[src/rtl/flow_bus_pkg.sv]
// -----------------------------------------------------------------------------
// flow_bus_pkg
// Shared definitions for the flow-bus serializer family:
//   clog2()       - constant ceil(log2) used to size count ports
//   CW            - count width for the default DATA_NUM of 4
//   norm_count()  - maps a requested beat count onto 1..num
//                   (0 or anything above num means "all sub-words")
//   ser_state_e   - serializer FSM encoding (IDLE / SHIFT)
// No ports (package).
// -----------------------------------------------------------------------------
package flow_bus_pkg;

   function automatic int clog2(input int value);
      int r;
      r = 0;
      for (int v = value - 1; v > 0; v = v >> 1) begin
         r = r + 1;
      end
      return r;
   endfunction

   localparam int DEFAULT_DATA_NUM = 4;
   localparam int CW = clog2(DEFAULT_DATA_NUM + 1);

   function automatic int norm_count(input int count, input int num);
      if ((count == 0) || (count > num)) begin
         return num;
      end
      return count;
   endfunction

   typedef enum logic {
      ST_IDLE  = 1'b0,
      ST_SHIFT = 1'b1
   } ser_state_e;

endpackage

[src/rtl/flow_bus_hold_slot.sv]
// -----------------------------------------------------------------------------
// flow_bus_hold_slot
// One-entry registered buffer for a wide word plus its beat count. Lets the
// serializer accept the next up word while the current one is still shifting.
// Ports:
//   clk, rst        clock, synchronous active-high reset
//   in_valid_i      push request (only honoured while in_ready_o is high)
//   in_ready_o      slot empty; registered, held low during reset
//   in_data_i       word to store
//   in_count_i      normalised beat count to store
//   out_valid_o     slot holds a word
//   out_ready_i     consumer takes the stored word this cycle
//   out_data_o      stored word
//   out_count_o     stored beat count
// Handshake: a transfer happens on a rising clk edge where valid and ready are
// both high; valid never depends combinationally on ready.
// -----------------------------------------------------------------------------
module flow_bus_hold_slot #(
   parameter int DW    = 32,
   parameter int CNT_W = 3
) (
   input  logic             clk,
   input  logic             rst,
   input  logic             in_valid_i,
   output logic             in_ready_o,
   input  logic [DW-1:0]    in_data_i,
   input  logic [CNT_W-1:0] in_count_i,
   output logic             out_valid_o,
   input  logic             out_ready_i,
   output logic [DW-1:0]    out_data_o,
   output logic [CNT_W-1:0] out_count_o
);

   logic             valid_q;
   logic             valid_d;
   logic             ready_q;
   logic [DW-1:0]    data_q;
   logic [CNT_W-1:0] count_q;
   logic             push;
   logic             pop;

   assign push = in_valid_i & ready_q;
   assign pop  = out_ready_i & valid_q;

   always_comb begin
      valid_d = valid_q;
      if (push) begin
         valid_d = 1'b1;
      end else if (pop) begin
         valid_d = 1'b0;
      end
   end

   // ready_q mirrors ~valid_q but is its own register so it can sit low in reset.
   always_ff @(posedge clk) begin
      if (rst) begin
         valid_q <= 1'b0;
         ready_q <= 1'b0;
         data_q  <= '0;
         count_q <= '0;
      end else begin
         valid_q <= valid_d;
         ready_q <= ~valid_d;
         if (push) begin
            data_q  <= in_data_i;
            count_q <= in_count_i;
         end
      end
   end

   assign in_ready_o  = ready_q;
   assign out_valid_o = valid_q;
   assign out_data_o  = data_q;
   assign out_count_o = count_q;

endmodule

[src/rtl/flow_bus_serializer_v2.sv]
// -----------------------------------------------------------------------------
// flow_bus_serializer_v2
// Splits one wide up word (DATA_NUM sub-words of DATA_WIDTH bits) into a
// stream of down beats. up_count selects how many sub-words are emitted
// (0 or > DATA_NUM means all); MSB_FIRST selects which end is emitted first;
// down_last flags the final beat of each word.
// Ports:
//   clk, rst     clock, synchronous active-high reset
//   up_ready     can accept an up word (registered)
//   up_valid     up word present
//   up_data      wide word, sampled only on the up handshake
//   up_count     beats to emit, sampled only on the up handshake
//   down_ready   consumer accepts the current beat
//   down_valid   beat present (registered)
//   down_data    current beat (register slice)
//   down_last    final beat of the word (registered)
// Handshake: a transfer happens on a rising clk edge where valid and ready are
// both high. Once down_valid rises it stays high, with down_data/down_last
// stable, until the beat is taken; it never drops inside a word.
// Build option: define FLOW_BUS_SERIALIZER_PREFETCH_EN to add a one-entry hold
// slot so the next word is queued during shifting and streams follow with no
// idle cycle. Without it up_ready is simply ~busy and one idle cycle separates
// consecutive words.
// -----------------------------------------------------------------------------
module flow_bus_serializer_v2
   import flow_bus_pkg::*;
#(
   parameter int DATA_WIDTH = 8,
   parameter int DATA_NUM   = 4,
   parameter bit MSB_FIRST  = 1'b0
) (
   input  logic                               clk,
   input  logic                               rst,
   output logic                               up_ready,
   input  logic                               up_valid,
   input  logic [DATA_WIDTH*DATA_NUM-1:0]     up_data,
   input  logic [clog2(DATA_NUM+1)-1:0]       up_count,
   input  logic                               down_ready,
   output logic                               down_valid,
   output logic [DATA_WIDTH-1:0]              down_data,
   output logic                               down_last
);

   localparam int TW    = DATA_WIDTH * DATA_NUM;
   localparam int CNT_W = clog2(DATA_NUM + 1);
   localparam logic [CNT_W-1:0] CNT_ONE = CNT_W'(1);
   localparam logic [CNT_W-1:0] CNT_TWO = CNT_W'(2);

   ser_state_e       state_q;
   logic [TW-1:0]    sh_q;
   logic [TW-1:0]    sh_shift;
   logic [CNT_W-1:0] rem_q;
   logic             down_valid_q;
   logic             down_last_q;

   logic [CNT_W-1:0] up_cnt_eff;
   logic             last_fire;   // final beat of the current word is taken
   logic             up_take;     // up word goes straight into the shifter
   logic             hold_take;   // held word goes into the shifter
   logic [TW-1:0]    hold_data;
   logic [CNT_W-1:0] hold_count;
   logic [TW-1:0]    load_data;
   logic [CNT_W-1:0] load_count;

   assign up_cnt_eff = CNT_W'(norm_count(int'(up_count), DATA_NUM));
   assign last_fire  = (state_q == ST_SHIFT) & down_ready & (rem_q == CNT_ONE);

`ifdef FLOW_BUS_SERIALIZER_PREFETCH_EN
   logic up_fire;
   logic hold_ready;
   logic hold_valid;
   logic hold_push;

   assign up_fire   = up_valid & hold_ready;
   // A word arriving while the shifter is free (idle, or finishing with the
   // slot empty) bypasses the slot; otherwise it is parked in the slot.
   // up_fire implies the slot is empty, so it never races the handover.
   assign up_take   = up_fire & ((state_q == ST_IDLE) | last_fire);
   assign hold_push = up_fire & ~up_take;
   assign hold_take = last_fire & hold_valid;
   assign up_ready  = hold_ready;

   flow_bus_hold_slot #(
      .DW    (TW),
      .CNT_W (CNT_W)
   ) u_hold_slot (
      .clk         (clk),
      .rst         (rst),
      .in_valid_i  (hold_push),
      .in_ready_o  (hold_ready),
      .in_data_i   (up_data),
      .in_count_i  (up_cnt_eff),
      .out_valid_o (hold_valid),
      .out_ready_i (last_fire),
      .out_data_o  (hold_data),
      .out_count_o (hold_count)
   );
`else
   logic up_ready_q;
   logic busy_next;

   assign up_take    = up_valid & up_ready_q;
   assign hold_take  = 1'b0;
   assign hold_data  = '0;
   assign hold_count = '0;
   assign up_ready   = up_ready_q;

   // up_ready is ~busy for the next cycle, so it rises the cycle after the
   // last beat and a new word's first beat appears one cycle later.
   assign busy_next = (state_q == ST_IDLE) ? up_take : ~last_fire;

   always_ff @(posedge clk) begin
      if (rst) begin
         up_ready_q <= 1'b0;
      end else begin
         up_ready_q <= ~busy_next;
      end
   end
`endif

   assign load_data  = hold_take ? hold_data  : up_data;
   assign load_count = hold_take ? hold_count : up_cnt_eff;

   // Shift toward the emitting end; zeros fill the vacated sub-word.
   always_comb begin
      sh_shift = sh_q;
      if (MSB_FIRST) begin
         sh_shift = sh_q << DATA_WIDTH;
      end else begin
         sh_shift = sh_q >> DATA_WIDTH;
      end
   end

   always_ff @(posedge clk) begin
      if (rst) begin
         state_q      <= ST_IDLE;
         sh_q         <= '0;
         rem_q        <= '0;
         down_valid_q <= 1'b0;
         down_last_q  <= 1'b0;
      end else begin
         case (state_q)
            ST_IDLE: begin
               if (up_take) begin
                  sh_q         <= up_data;
                  rem_q        <= up_cnt_eff;
                  down_valid_q <= 1'b1;
                  down_last_q  <= (up_cnt_eff == CNT_ONE);
                  state_q      <= ST_SHIFT;
               end
            end
            ST_SHIFT: begin
               if (down_ready) begin
                  if (rem_q != CNT_ONE) begin
                     sh_q        <= sh_shift;
                     rem_q       <= rem_q - CNT_ONE;
                     down_last_q <= (rem_q == CNT_TWO);
                  end else if (hold_take | up_take) begin
                     sh_q        <= load_data;
                     rem_q       <= load_count;
                     down_last_q <= (load_count == CNT_ONE);
                  end else begin
                     rem_q        <= '0;
                     down_valid_q <= 1'b0;
                     down_last_q  <= 1'b0;
                     state_q      <= ST_IDLE;
                  end
               end
            end
            default: begin
               state_q <= ST_IDLE;
            end
         endcase
      end
   end

   if (MSB_FIRST) begin : g_msb_first
      assign down_data = sh_q[TW-1 -: DATA_WIDTH];
   end else begin : g_lsb_first
      assign down_data = sh_q[DATA_WIDTH-1:0];
   end

   assign down_valid = down_valid_q;
   assign down_last  = down_last_q;

endmodule

[config.mk]
export PLATFORM = sky130hd
export DESIGN_NAME = flow_bus_serializer_v2
export DESIGN_NICKNAME = d
export VERILOG_FILES = /design/src/rtl/flow_bus_pkg.sv /design/src/rtl/flow_bus_hold_slot.sv /design/src/rtl/flow_bus_serializer_v2.sv
export SDC_FILE = /design/constraint.sdc
export NUM_CORES = 1
export LEC_CHECK = 0
export CAP_MARGIN = 20
export CORE_UTILIZATION = 45
export DETAILED_ROUTE_END_ITERATION = 10
export PLACE_DENSITY = 0.75
export SYNTH_ARGS = -nofsm -noshare
export SYNTH_HDL_FRONTEND = slang
export SYNTH_SLANG_ARGS = --single-unit
[constraint.sdc]
create_clock -name clk -period 3 [get_ports clk]
set_input_delay 0.9 -clock clk [delete_from_list [all_inputs] [get_ports clk]]
set_output_delay 0.9 -clock clk [all_outputs]
set_load 0.05 [all_outputs]
==> results of run 1 <==
worst max path at each step:
stage                           start   endpoint  slack, ns  depth (start not counted)
final                        up_ready   up_ready       0.52                          1
after global routing         up_ready   up_ready       0.46                          1
after detailed placement   down_ready   sh_q[11]       0.32                          4
after global placement     down_ready   sh_q[23]       0.39                          4
after CTS                    up_ready   up_ready       0.50                          1
after floorplan           up_count[0]  down_last       0.96                          5
worst register-to-register path: stages, from the launching register on:
cell and delay [ns]:
sky130_fd_sc_hd__dfxtp_1 0.36, sky130_fd_sc_hd__inv_1 0.07, sky130_fd_sc_hd__ha_1 0.24, sky130_fd_sc_hd__nand2b_4 0.12
sky130_fd_sc_hd__nand3_2 0.40, sky130_fd_sc_hd__o221a_2 0.47, sky130_fd_sc_hd__o221a_2 0.12
cell families (layout without fill, tap and decap cells):
group                      Yosys count  in the layout  share of synthesized area
adders and majority gates            4              4                     0.0263
AOI/OAI and AO/OA                   69             69                      0.354
buffers and inverters               27             64                     0.0961
DFF                                 39             39                      0.411
and+or+nand+nor                     43             43                      0.113
power by group:
| group | internal, mW | switching (mW) | total [mW] |
|---|---|---|---|
| sequential | 0.574 | 0.0499 | 0.624 |
| combinational | 0.168 | 0.167 | 0.336 |
| clock | 0.155 | 0.168 | 0.323 |
| total | 0.897 | 0.386 | 1.28 |
per-stage QoR:
step	util	power (mW)	area, um2
floorplan	-	0.873	1900
global placement	0.575	0.960	2320
detailed placement	0.575	0.972	2320
CTS	0.593	1.29	2390
global route	0.593	1.36	2390
finish	0.593	1.28	2390
registers in the layout, indices dropped and copies added (netlist names):
signal      count
state_q         1
down_last       1
up_ready        1
sh_q           32
rem_q           3
down_valid      1
cell type report:
type	instances	area share
multi-input cells	116	0.392
flip-flops and latches	39	0.327
repair buffers	52	0.215
clock buffers	6	0.0304
well taps	50	0.0262
inverters	6	0.00943
Yosys cell counts (all sizes together):
cell type  number  area, um2
o22ai           1       6.26
nand2b          2       20.0
nor2            6       22.5
ha              4       50.1
buf            21        160
clkinv          1       3.75
nand2          24       90.1
a211oi          1       7.51
a21oi          12       60.1
o221a          48        541
nand3           7       52.6
nand4b          2       17.5
a31oi           1       6.26
inv             5       18.8
a2bb2oi         1       8.76
dfxtp          39        781
o21ai           2       17.5
a311oi          2       17.5
nor3            1       5.00
or2             1       6.26
o32ai           1       8.76
routing by layer:
metal / vias up / global-route usage
li1: 790 / -
met1: 763 / 0.291
met2: 35 / 0.330
met3: 4 / 0.0565
met4: 0 / 0.0559
met5: - / 0
==> results.md, run 1 <==
Global routing:
- In the global route stage, overall resource usage came out at 0.213.
- The number of global-route vias before repair is 1486.
- Entering global routing, the biggest net connects 26 pins.
- The wire length of the first global-routing pass is about 7100 um.
- The number of antenna violations at the first check in global routing came to 0.
- Global routing finished with a remaining overflow of 0.

Routing:
- The number of optimization iterations in the first detailed-route pass is 6.
- After the first detailed-routing iteration, the DRC count stood at 120.
- For this block, wires on met1 add up to about 2100 um.
- The via count of the routed design is about 1600.
- In the final routed layout, each cell accounts on average for between 15 and 20 um.
- In the routed design, unresolved DRC markers number 0.
- After detailed routing, the number of vias per cell comes to between 5 and 6.
- The highest metal layer with signal wires is met4.
- The final antenna-violating net count is 0.
- The routed wire length is between 4000 and 5000 um.
- The routed length on met2 is 1940 um.
- The met3 wire length is approximately 180 um.

STA:
- The worst slew slack as a fraction of its limit is 0.616.
- The clock skew is approximately 0.0032 ns.
- The actual slew at the worst max-slew pin is 0.576 ns.
- Setup repair after global routing left no endpoint under its margin.
- Setup violations remaining at the end of the flow were counted as 0.
- The minimum clock period after layout is 2.48 ns.
- The max-slew violation count came to 0.
- The final hold violation count was 0.
- The total negative setup slack is 0 ns.
- The share of the clock period used by the worst path is 0.828.
- The worst path meets setup with 0.515 ns of slack.
- The highest achievable clock rate is roughly 400 MHz.
- The worst hold slack across all endpoints is 0.463 ns.

Worst setup path:
- In this design, the stage delay of the slowest critical-path cell is ~0.85 ns.
- The worst setup path is launched from a flop.
- The kind of cell with the highest combined delay along the critical path is buffers and inverters.
- The critical setup path kind is reg -> out.
- Traced cell by cell, the critical path runs through clkdlybuf4s50_1.
- The endpoint arrival time on the critical path is roughly 1.6 ns.
- Setup slack on the worst reg-to-reg path comes out at between 1 and 1.5 ns.
- The number of buffers and inverters on the critical path is 1.
- For this design, the slowest cell found on the critical path is sky130_fd_sc_hd__clkdlybuf4s50_1.
- The endpoint identified for the worst register-to-register timing path is sh_q[11].
- The launch point of the worst reg-to-reg path is rem_q[1].
- Along the worst path, the maximum fanout reaches 5.
- Data on the critical path is required at its endpoint by ~2.1 ns.
- The count of cells along the worst register-to-register path is 6.
- The sort of element at the end of the critical path is a primary output.

Status:
- The flow ran to the end, and the final reports show no timing, DRC or antenna violations.

Placed design:
- Routability-driven placement finished with a final weighted congestion of roughly 0.8.
- The number of input and output port buffers inserted is 49.
- The number of placed instances, taps included is about 260.
- Detailed placement ended at an HPWL of roughly 3000 um.
- The setup slack at placement is about 0.32 ns.

Floorplan:
- The floorplan step defined a die boundary enclosing around 4500 um2.
- The width of the chip is approximately 67 um.
- The number of core rows is 23.
- The initial utilization of the core area, before any placement, comes to 0.472.
- The die is around 67 um tall.
- In this run the standard cell core region covers slightly above 4000 um2.
- During I/O placement, the number of pins put on the boundary was 50.

Yosys:
- Yosys printed 0 warnings.
- A synthesized cell averages around 10 um2.
- The number of unique standard cell types used by synthesis is 28.
- The register area share after synthesis is 0.411.
- The synthesized net count is about 230.
- The instance count of the mapped netlist is approximately 180.
- The synthesized cell area is 1900 um2.
- Counting flops and latches in the post-synthesis netlist gives 39.

Min path:
- For hold timing, the worst endpoint is sh_q[26].
- The startpoint identified for the worst hold timing path is sh_q[26].
- The classification of the worst-slack hold path is reg -> reg.
- The worst hold path cell count is 2.

Final layout:
- After the last flow step, the layout net total stands at 263.
- The layout cell share with drive strength beyond 1 is 0.260.
- Relative to the synthesized area, the layout overhead comes to 25.7%.
- In the layout the commonest cells are sky130_fd_sc_hd__clkdlybuf4s50_1, sky130_fd_sc_hd__o221a_2, sky130_fd_sc_hd__dfxtp_1.
- The area used by sequential logic in the layout is ~780 um2.
- The number of fillers in the final layout is 374.
- The library cell used most frequently in the layout, excluding fill and tap cells, is sky130_fd_sc_hd__clkdlybuf4s50_1.
- The multi-input combinational cells in the finished layout cover a total of about 940 um2.
- The number of antenna diodes in the final layout is 0.
- Excluding fillers, the count of instances in the completed layout stands at roughly 270.

Pwr:
- The static leakage is between 0.8 and 0.9 nW.
- Dividing total power by cell area gives a power density of between 500 and 600 nW/um2.
- The worst-case vdd ir drop is around 0.00029 V.

Clocking:
- The post-CTS resize count is 0.
- The clock transition at the registers of the reported paths is roughly 0.07 ns.
- CTS built an H-tree with a depth of 2.
- The tree built by TritonCTS fans out to 39 sinks.
- The maximum clock insertion buffer count is 2.
- The root buffer cell chosen for the clock tree is sky130_fd_sc_hd__clkbuf_8.
- TritonCTS built the clock tree.
- Clock tree synthesis inserted a total of 5 buffers.
- The clock reaches the later pin of the worst-skew pair after between 0.2 and 0.3 ns.
- The hold buffer count at CTS is 0.
- Buffers added to address setup during post-CTS repair amount to 0.

Job:
- The max-capacitance violation count is 0.
Power figures use the tool's default switching activity.
==> run 2: changes to the inputs <==
- CORE_UTILIZATION: 45 -> 43
- clock period: 3 -> 2.25 ns (I/O delays scaled with it)
==> run 2 against run 1 <==
  * Critical path depth stayed put
  * Critical endpoint is now down_data[5]
  * Sequential power is 33% higher
  * Sequential share of layout area fell by 1.6 points
  * Count of clock-buffer cells in the layout did not move
  * Core utilization increased by 1.7 points
  * Clock power up 84%
  * Setup slack got worse by 0.41 ns
  * Total power increased by 47%
  * Flip-flop and latch count stayed put
==> results.md, run 2 (synthesis results as in run 1) <==
Status:
- The run finished with clean final reports.

Final layout:
- The library cells used most frequently in the layout, excluding fill and tap cells, are sky130_fd_sc_hd__clkdlybuf4s50_1, sky130_fd_sc_hd__o221a_2, sky130_fd_sc_hd__dfxtp_1.
- In the final layout, the share of cells above drive strength 1 is 0.298.
- The number of inserted diodes is 0.
- Measured on the finished design, the core utilization comes to 0.610.
- The number of fillers in the final layout is 354.
- The register name with the most flops is sh_q.
- The area growth from synthesis to layout is 32.0%.
- The final non-filler cell area is approximately 2500 um2.
- The register with the most flip-flops in the layout has 32 of them.
- The most frequent standard cell in the layout excluding fill and tap cells is sky130_fd_sc_hd__clkdlybuf4s50_1.
- The number of nets at the end of the flow is 270.
- The largest registers in the layout are sh_q x32, rem_q x3.

Floorplan:
- The floorplan step defined a core boundary enclosing about 4100 um2.
- The total I/O pin count is 50.
- The vertical die dimension is between 60 and 70 um.
- The die covers around 4700 um2.
- From left edge to right edge, the die measures 68.5 um.
- Row generation in the floorplan step produced 23 rows.
- The effective utilization at floorplan is 0.462.

Global routing:
- The first global-routing pass estimated 6510 um of wire.
- The number of global-route vias before repair came to between 1000 and 1500.
- For this run, the total global-route usage over all layers was measured as 0.189.
- The total overflow left after global routing is 0.
- The maximum number of pins on one net before global-route repair is 27.
- The number of antenna violations at the first check in global routing is 0.

STA:
- Subtracting the final worst setup slack from the clock period gives 2.14 ns.
- Setup violations remaining at the end of the flow were counted as 0.
- The worst slew slack as a fraction of its limit is 0.657.
- The max-slew violation count is 0.
- The final hold violation count is 0.
- Across all hold checks on the routed design, the worst slack comes to about 0.46 ns.
- Setup repair after global routing left no endpoint under its margin.
- The clock skew is 0.00555 ns.
- The actual slew at the worst max-slew pin is 0.514 ns.
- The highest achievable clock rate is approximately 470 MHz.
- The share of the clock period used by the worst path is 0.953.

Min path:
- The classification of the worst-slack hold path is reg -> reg.
- Counting instances, the worst hold path has a depth of 2.

Worst setup path:
- At the worst endpoint, the required time is about 1.6 ns.
- In this run the number of cells on the critical path is 1.
- The count of cells along the worst register-to-register path is 6.
- The largest single stage delay on the critical path is around 0.81 ns.
- The worst setup path is launched from a flop.
- The critical setup path kind is reg -> out.
- The worst setup path is captured at a primary output.
- Together, buffers and inverters on the worst path number 1.
- Grouping stages by cell kind, the critical path spends the most delay in buffers and inverters.
- Of all nets on the critical path, the largest fanout is 3.
- STA puts the critical path data arrival time at 1.47 ns.
- The largest individual stage delay along the critical path comes from the cell sky130_fd_sc_hd__clkdlybuf4s50_1.
- The signal on the critical path passes through clkdlybuf4s50_1.

Placed design:
- At the end of routability-driven placement, the weighted congestion stood at about 0.81.
- Summed over all nets, the half-perimeter wirelength after detailed placement is around 2800 um.
- Port buffering added just under 50 buffers.
- The cell area after placement is 2390 um2.

Pwr:
- Across the VDD grid, the largest voltage drop is about 0.00033 V.
- The power density over cell area is between 700 and 800 nW/um2.
- Power comes to between 1.5 and 2 mW.
- In this run the static leakage power is about 0.93 nW.

Clocking:
- Counting the buffers created by CTS gives 5.
- Hold repair after CTS inserted 0 buffers.
- The CTS tree is yes.
- The clock latency at the later pin of the worst-skew pair is just under 0.3 ns.
- The number of buffers inserted by post-CTS setup repair is 0.
- After clock tree synthesis, the clock-pin slew on the worst setup and hold paths is 0.07 ns.
- The tree is rooted in a sky130_fd_sc_hd__clkbuf_8.
- The number of H-tree branching levels is 2.
- The post-CTS resize count is 0.
- CTS saw 39 sinks.
- The maximum clock insertion buffer count is 2.

Routing:
- The via count of the routed design is 1568.
- Dividing the detail-routed wire length by the instance count gives approximately 15 um.
- The number of optimization iterations in the first detailed-route pass is 4.
- The violation count after the first detailed-routing iteration is approximately 180.
- In the routed design, unresolved DRC markers number 0.
- The routed wire length is approximately 4000 um.
- Dividing the detail-routed via count by the number of cells gives between 5 and 6.
- The count of nets left with antenna violations once routing finished came out at 0.

Job:
- The max-capacitance violation count is 0.
run 2: area by class of cell:
cell class	count	area, um2	area share
inverter	6	22.5	0.00898
clock buffer	6	82.6	0.0329
multi-input combinational	116	937	0.374
clock inverter	2	35.0	0.0140
tap	50	62.6	0.0249
timing repair buffer	59	588	0.234
sequential	39	781	0.311
run 2: layer usage:
layer	wire length, um	GRT usage
met1	1990	0.256
met2	1770	0.282
met3	215	0.0467
met4	55	0.0781
met5	0	0
run 2: worst paths after layout:
| check | slack (ns) | start | end |
|---|---|---|---|
| min | 0.46 | sh_q[25] | sh_q[25] |
| max reg2reg | 0.60 | rem_q[1] | sh_q[0] |
| min reg2reg | 0.46 | sh_q[25] | sh_q[25] |
| max | 0.11 | sh_q[5] | down_data[5] |
run 2: power by group:
part | total, mW | internal [mW] | switching [mW]
combinational | 0.460 | 0.237 | 0.224
sequential | 0.832 | 0.765 | 0.0664
clock | 0.595 | 0.359 | 0.237
total | 1.89 | 1.36 | 0.527
run 2: metrics by stage:
stage	setup WS (ns)	cells	TNS (ns)
after floorplan	0.436	182	0
after global placement	-0.0314	270	-0.0314
after detailed placement	-0.124	270	-0.273
after CTS	0.0888	278	0
after global routing	0.0431	278	0
final	0.107	278	0
==> run 3: changes to the inputs <==
- CTS_CLUSTER_DIAMETER: not set -> 50
==> results of run 3 <==
The final DEF is identical to that of run 2; final timing and power are the same.
